### src/rtl/half_adder_pkg.sv
// Shared constants and helpers for the registered multi-lane half adder.
package half_adder_pkg;

    localparam int unsigned HA_WIDTH_DEFAULT = 1;
    localparam int unsigned HA_WIDTH_MIN     = 1;
    localparam int unsigned HA_WIDTH_MAX     = 64;

    // Bits needed to hold a population count of 0..w.
    function automatic int unsigned cnt_width(input int unsigned w);
        return $clog2(w + 1);
    endfunction

endpackage

### src/rtl/half_adder_cell.sv
// Single-lane combinational half adder.
module half_adder_cell (
    input  logic a,
    input  logic b,
    output logic sum,
    output logic carry
);

    assign sum   = a ^ b;
    assign carry = a & b;

endmodule

### src/rtl/half_adder.sv
// WIDTH independent half-adder lanes behind a one-deep valid/ready output register,
// with a registered popcount of the carry vector.
module half_adder
    import half_adder_pkg::*;
#(
    parameter int unsigned WIDTH = HA_WIDTH_DEFAULT,
    parameter int unsigned CNT_W = cnt_width(WIDTH)
) (
    input  logic             clk,
    input  logic             rst_n,
    input  logic             in_valid,
    output logic             in_ready,
    input  logic [WIDTH-1:0] a,
    input  logic [WIDTH-1:0] b,
    output logic             out_valid,
    input  logic             out_ready,
    output logic [WIDTH-1:0] sum,
    output logic [WIDTH-1:0] carry,
    output logic [CNT_W-1:0] carry_count
);

    logic [WIDTH-1:0] sum_c;
    logic [WIDTH-1:0] carry_c;
    logic [CNT_W-1:0] cnt_c;
    logic             accept_c;

    // Lanes are fully independent: no carry chain between cells.
    for (genvar i = 0; i < WIDTH; i++) begin : g_lane
        half_adder_cell u_cell (
            .a     (a[i]),
            .b     (b[i]),
            .sum   (sum_c[i]),
            .carry (carry_c[i])
        );
    end

    // Popcount of the carry vector that is about to be registered.
    always_comb begin
        cnt_c = '0;
        for (int i = 0; i < WIDTH; i++) begin
            cnt_c = cnt_c + CNT_W'(carry_c[i]);
        end
    end

    assign in_ready = !out_valid || out_ready;
    assign accept_c = in_valid && in_ready;

    // Valid bit: cleared on drain-only, held under backpressure, set on accept.
    always_ff @(posedge clk or negedge rst_n) begin
        if (!rst_n) begin
            out_valid <= 1'b0;
        end else if (in_ready) begin
            out_valid <= in_valid;
        end
    end

    // Result registers only move when new operands are accepted.
    always_ff @(posedge clk or negedge rst_n) begin
        if (!rst_n) begin
            sum         <= '0;
            carry       <= '0;
            carry_count <= '0;
        end else if (accept_c) begin
            sum         <= sum_c;
            carry       <= carry_c;
            carry_count <= cnt_c;
        end
    end

endmodule

### config.mk
export PLATFORM = sky130hd
export DESIGN_NAME = half_adder
export DESIGN_NICKNAME = d
export VERILOG_FILES = /design/src/rtl/half_adder_pkg.sv /design/src/rtl/half_adder_cell.sv /design/src/rtl/half_adder.sv
export SDC_FILE = /design/constraint.sdc
export NUM_CORES = 1
export LEC_CHECK = 0
export CORE_AREA = 3 3 40 42
export CTS_CLUSTER_SIZE = 24
export DETAILED_ROUTE_END_ITERATION = 8
export DIE_AREA = 0 0 43 45
export GPL_TIMING_DRIVEN = 0
export SYNTH_ARGS = -nofsm -noshare
export SYNTH_HDL_FRONTEND = slang
export SYNTH_SLANG_ARGS = --single-unit
export TNS_END_PERCENT = 100
### constraint.sdc
create_clock -name clk -period 1.4 [get_ports clk]
set_clock_uncertainty 0.05 [all_clocks]
set_input_delay 0.42 -clock clk [delete_from_list [all_inputs] [get_ports clk]]
set_output_delay 0.42 -clock clk [all_outputs]
set_load 0.005 [all_outputs]
# --- Yosys cells after proc, flatten, opt, wreduce, memory -nomap -nowiden ---
# Cells that the tools add are included.
totals:
  regBits: 3
  input_bits: 6
  out_inout_bits: 5
  wordCells: 8
op_classes:
  bitwise_logic: 2
  reduce_logical: 3
op_table:
  columns: ["cell", "n"]
  rows:
  - ["bitwise AND 1 bit", 1]
  - ["logical AND 1 bit", 1]
  - ["zero test 1 bit", 1]
  - ["logical OR 1 bit", 1]
  - ["bitwise XOR 1 bit", 1]

# --- Longest topological paths before layout ---
# Gate-level depths: netlist (run 1).
depth:
  depth_word: 3
  ltp_mapped: 3
  depth_no_buf: 3

# --- Hierarchy ---
# From an unflattened synthesis (run 1), not the netlist that was laid out.
hier_totals:
  hier_cells: 10
  hier_area_um2: 152.6
modules_own_cells:
  columns: ["module", "n_inst", "cells_per_inst", "area_per_inst_um2", "seq_area_each_um2"]
  rows:
  - ["half_adder", 1, 9, 140.1, 75.1]
  - ["half_adder_cell", 1, 1, 12.5, 0.0]

# --- Worst setup path after synthesis (run 1) ---
# OpenSTA, ideal clock, no wires.
synth_timing:
  path_kind: "input to register"
  start: "input a"
  end: "register sum"
  setup_ns: 0.125
  t_arrival_ns: 0.938
  t_required_ns: 1.225
  slack_ns: 0.287
  cell_stages: 2
  n_path_buf: 0
  cell_sequence: "ha_1 > mux2_4"
synth_between:
  elab_chain_cells: 1
synth_rtl:
  columns: ["element", "line", "source"]
  rows:
  - ["from (decl)", "half_adder.sv:13", "input logic [WIDTH-1:0] a,"]
  - ["bitwise XOR 1 bit", "half_adder_cell.sv:9", "assign sum = a ^ b;"]
  - ["to (signal assigned)", "half_adder.sv:64", "sum <= sum_c;"]
  - ["to (decl)", "half_adder.sv:17", "output logic [WIDTH-1:0] sum,"]
# No other way between the ends.
# A chain may end at the register's enable or synchronous reset.

# --- Worst setup path in the final report (run 1) ---
layout_timing:
  start: "input out_ready"
  end: "output in_ready"
layout_between:
  elab_chain_cells: 1
layout_rtl:
  columns: ["element", "line", "source"]
  rows:
  - ["from (decl)", "half_adder.sv:16", "input logic out_ready,"]
  - ["logical OR 1 bit", "half_adder.sv:45", "assign in_ready = !out_valid || out_ready;"]
  - ["to (decl)", "half_adder.sv:12", "output logic in_ready,"]
# No other way between the ends.

==> reports/results.ini, run 1 <==
[run_status]
status=finished, final reports clean

[clock_network]
cts_htree_levels=1
cts_hold_buf=0
root_buffer=clkbuf_4
numCtsBuffers=3
worstSkewPairLatency_ns=0.23
cts_tree=yes
cts.path.max_buffers=2
cts_sinks=3
clk_pin_slew_ns=0.04

[synthesis]
ys_ff_latch=3
postSynthCellCount=10
synthArstFlopShare_pct=100
synthFlopType=dfrtp_1
synth_commonest_cells=dfrtp_1, mux2_4
synth_edf_count=0
synth.yosys.seq_area_share_pct=49.2
avgSynthCellArea_um2=15.3
yosysTopAreaCellShare_pct=49.2
synth_most_common_cell=dfrtp_1
yosys_warnings=0
ys_top_cells_by_area=dfrtp_1, mux2_4, nand2b_4
synth_fp_nets=17
syn_area_um2=153
yosys.cell_types.count=7
yosysTopAreaCell=dfrtp_1

[global_routing]
gr-total-overflow=0
grt_pass1_vias=156
grt_usage_pct=5.09
grt_max_degree=4
antenna_found_initial=0
grt_pass1_wl_um=614

[floorplan]
die_x_um=43
start_util_pct=11.9
core_area_um2=1280
num_rows=13
io_pins=11
fp.dieH_um=45
floorplan.die_area_um2=1940

[layout]
syn_to_final_growth_pct=107
regArea_um2=75.1
fillCellCount=138
fin_cells=42
stdcell_area_um2=315
diodes=0
nets=35
multiInputGateArea_um2=70.1
drive_above_1_share_pct=48.1

[pwr]
p_per_area_nw_per_um2=1090
power_mw=0.342
vdd_drop_max_mv=0.351
leakagePower_nw=0.160

[min_path]
hp-class=in -> async

[route]
drt_iter0_markers=1
wl_um=370
wl_per_cell_um=8.81
drtAntennaViolNets=0
drc=0
viasPerCell=3.43
routed-via-count=144
drt-pass1-iter-count=2

[timing]
hold_viol=0
slew_viol_final=0
period_needed_ns=1.36
timing.hold.ws_ns=0.319
maxSlewHeadroom_pct=90.8
rsz0062_at_grt=false
worstMarginPinSlew_ns=0.137
fmax_ghz=0.735
layout_setup_ws_ns=0.0392
setup_viol=0
period_share_pct=97.2

[critical_path]
crit_fanout=2
setup.worst_path.end_class=primary output
start_kind=input port
worstSetupPathType=in -> out
required_ns=0.93
worst_ep_arrival_time_ns=0.89

[placement]
port_buffers=10
dp_slack_ns=-0.558
place_area_um2=272
dp.cells=35
place_congestion=0.625

[job]
drv_cap=0

layout make-up:
type | count | share of cell area [%]
Multi-Input combinational cell | 6 | 22.2
Timing Repair Buffer | 13 | 37.3
Tap cell | 15 | 5.95
Buffer | 1 | 2.38
Sequential cell | 3 | 23.8
Clock buffer | 4 | 8.33
layout by cell type (no fill, tap or decap):
| master | instances |
|---|---|
| buf_4 | 3 |
| nand2_2 | 1 |
| mux2_4 | 2 |
| clkdlybuf4s50_1 | 4 |
| dfrtp_1 | 3 |
| clkbuf_4 | 3 |
| buf_2 | 1 |
| clkbuf_1 | 1 |
| buf_6 | 2 |
| or2b_1 | 1 |
| nand2b_4 | 1 |
| ha_1 | 1 |
| dlygate4sd2_1 | 4 |
layer usage:
layer	GRT usage, %	routed length [um]	vias to the layer above	share of wire, %
met5	0	0	-	0
met4	3.61	0	0	0
met3	5.98	96	0	26
met2	7.49	144	13	39
met1	3.64	129	64	35
li1	-	-	67	-
stage by stage:
step,setup TNS [ns],utilization [%]
2_1_floorplan,0,-
3_3_place_gp,-0.853,21.1
3_5_place_dp,-0.913,21.1
4_1_cts,0,23.7
5_1_grt,0,24.5
6_report,0,24.5
worst paths after layout:
check                       endpoint  cells after the start  startpoint  slack [ns]
max                         in_ready                      3   out_ready        0.04
min                        out_valid                      1       rst_n        0.32
max reg2reg                    carry                      5   out_valid        0.21
min reg2reg                      sum                      1         sum        0.47
max in group asynchronous      carry                      1       rst_n        0.84
min in group clk                 sum                      1         sum        0.47
what timing repair did:
item | in CTS | in global routing
gates resized for setup | 13 | 1
gates cloned | 0 | 0
hold endpoints to repair | 0 | 0
setup buffers | 2 | 1
endpoints found under the setup margin | 5 | 1
kinds of logic after synthesis:
kind of cell	share of synthesized area (%)
simple gates	18.0
flops	49.2
buf+inv	4.92
fa+ha+maj	8.20
mux	19.7
sequential cells by signal (all words and copies together) (netlist names):
signal / count
carry: 1
out_valid: 1
sum: 1
worst max-delay path, cell delays in order:
cell and delay [ns]:
dlygate4sd2_1 0.23, nand2b_4 0.14, buf_6 0.11
report_power, final:
part	total [mW]	internal (mW)	switching [mW]
logic	0.0851	0.0604	0.0247
registers	0.105	0.0986	0.00692
clock network	0.152	0.107	0.0449
Power figures use the tool's default switching activity.
==> run 2: changes to the inputs <==
Settings changed: TNS_END_PERCENT 100 to not set.
==> results of run 2 <==
Same layout as run 1: the final DEF is identical, and so are final timing and power.
==> run 3: changes to the inputs <==
Settings changed: CELL_PAD_IN_SITES_DETAIL_PLACEMENT set to 1, CELL_PAD_IN_SITES_GLOBAL_PLACEMENT set to 2, GPL_TIMING_DRIVEN 0 to 1, PLACE_DENSITY_LB_ADDON set to 0.1.
==> run 3 against run 2 <==
Final cell count shrank 2.4%. Register-to-register slack is essentially flat. Die area is the same. First-iteration DRC count shrank 100%. Worst setup slack is essentially flat. Power shrank 1.5%. Sequential power is essentially flat. Largest power group unchanged.
==> reports/results.ini, run 3 (synthesis gave the netlist of run 1 again) <==
[run_status]
status=finished, final reports clean  ; unchanged

[clock_network]
worstSkewPairLatency_ns=0.23  ; about the same
cts_tree=yes  ; unchanged
clk_pin_slew_ns=0.04  ; about the same
cts.path.max_buffers=2  ; unchanged
cts_htree_levels=1  ; unchanged
cts_sinks=3  ; unchanged
numCtsBuffers=3  ; unchanged
root_buffer=clkbuf_4  ; unchanged
cts_hold_buf=0  ; unchanged

[global_routing]
grt_pass1_wl_um=634  ; was 614 um
antenna_found_initial=0  ; unchanged
gr-total-overflow=0  ; unchanged
grt_pass1_vias=159  ; was 156
grt_max_degree=4  ; unchanged
grt_usage_pct=5.51  ; was 5.09%

[layout]
regArea_um2=75.1  ; unchanged
diodes=0  ; unchanged
fin_cells=41  ; was 42
drive_above_1_share_pct=42.3  ; was 48.1%
layout_common_cells=dlygate4sd2_1, clkdlybuf4s50_1, dfrtp_1, clkbuf_4  ; was clkdlybuf4s50_1, dlygate4sd2_1, buf_4, dfrtp_1, clkbuf_4
nets=34  ; was 35
stdcell_area_um2=312  ; was 315 um^2
fillCellCount=154  ; was 138
multiInputGateArea_um2=70.1  ; unchanged
syn_to_final_growth_pct=104  ; was 107%
final_common_cell=dlygate4sd2_1
top_regs=carry: 1 flops, out_valid: 1 flops, sum: 1 flops  ; unchanged

[critical_path]
critical_path_buf_inv_count=2  ; unchanged
crit_fanout=2  ; unchanged
max_stage_delay_ns=0.23  ; about the same
setup.worst_path.end_class=primary output  ; unchanged
worstSetupPathType=in -> out  ; unchanged
rr_worst_depth=5  ; unchanged
critPathSlowestCell=dlygate4sd2_1  ; unchanged
worst_ep_arrival_time_ns=0.89  ; about the same
r2r_end=sum  ; was carry
crit_chain=dlygate4sd2_1 -> nand2b_4 -> buf_6  ; unchanged
crit_family=buffers and inverters  ; unchanged
start_kind=input port  ; unchanged
r2r_slack_ns=0.21  ; about the same
r2r-start=out_valid  ; unchanged
required_ns=0.93  ; about the same

[route]
drtAntennaViolNets=0  ; unchanged
routed-via-count=137  ; was 144
wl_per_cell_um=9.00  ; was 8.81 um
drt_iter0_markers=0  ; was 1
drt-pass1-iter-count=1  ; was 2
wl_um=369  ; was 370 um
viasPerCell=3.34  ; was 3.43
drc=0  ; unchanged

[floorplan]
die_x_um=43  ; unchanged
floorplan.die_area_um2=1940  ; unchanged
io_pins=11  ; unchanged
core_area_um2=1280  ; unchanged
fp.dieH_um=45  ; unchanged
start_util_pct=11.9  ; unchanged
num_rows=13  ; unchanged

[timing]
maxSlewHeadroom_pct=91.0  ; was 90.8%
rsz0062_at_grt=false  ; unchanged
setup_viol=0  ; unchanged
slew_viol_final=0  ; unchanged
period_share_pct=97.2  ; about the same
period_needed_ns=1.36  ; about the same
worstMarginPinSlew_ns=0.134  ; was 0.137 ns
fmax_ghz=0.735  ; about the same
hold_viol=0  ; unchanged

[pwr]
power_mw=0.337  ; was 0.342 mW
leakagePower_nw=0.157  ; was 0.160 nW
p_per_area_nw_per_um2=1080  ; was 1090 nW/um^2
vdd_drop_max_mv=0.258  ; was 0.351 mV

[placement]
place_congestion=0.604  ; was 0.625
dp.cells=35  ; unchanged
place_area_um2=272  ; unchanged
port_buffers=10  ; unchanged

[min_path]
hp-class=in -> async  ; unchanged

[job]
drv_cap=0  ; unchanged

## run 3: area by class of cell
class | count | share of cell area, %
Clock buffer | 4 | 8.43
Timing Repair Buffer | 13 | 39.0
Sequential cell | 3 | 24.1
Tap cell | 15 | 6.02
Multi-Input combinational cell | 6 | 22.5
## run 3: worst register-to-register path, delay by kind of cell, from the launching register on
kind	cells	cell delay, ns
multiplexers	1	0.29
flip-flops	1	0.38
AND/OR/NAND/NOR	2	0.13
buffers and inverters	2	0.22
## run 3: per-layer routing
metal  GRT usage (%)  routed length, um  up-vias
met1            4.37                142       61
met4            7.23                  0        0
met3            5.18                 62        0
met2            6.89                163       11
met5               0                  0        -
li1                -                  -       65
## run 3: worst max path at each step
stage	from	end	slack (ns)	cells past startpoint
2_1_floorplan	a	sum	0.29	2
3_3_place_gp	out_ready	in_ready	-0.56	3
4_1_cts	out_valid	in_ready	0.03	3
6_report	out_ready	in_ready	0.04	3
5_1_grt	out_valid	in_ready	0.009	3
3_5_place_dp	out_ready	in_ready	-0.55	3
## run 3: power by group
group | total, mW | switching [mW] | internal (mW)
Clock | 0.152 | 0.0453 | 0.107
Sequential | 0.105 | 0.00675 | 0.0985
Combinational | 0.0795 | 0.0222 | 0.0573
## run 3: timing repair
| action | in CTS | in global routing |
|---|---|---|
| buffers inserted | 2 | 0 |
| resized for setup | 10 | 1 |
| endpoints found under the setup margin | 5 | 1 |
## run 3: metrics by stage
stage / setup slack (ns) / hold slack [ns] / TNS, ns / util, %
floorplan: 0.287 / 0.0744 / 0 / -
global placement: -0.560 / 0.465 / -1.12 / 21.1
detailed placement: -0.553 / 0.466 / -1.12 / 21.1
CTS: 0.0279 / 0.309 / 0 / 24.0
global route: 0.00875 / 0.316 / 0 / 24.2
finish: 0.0390 / 0.318 / 0 / 24.2
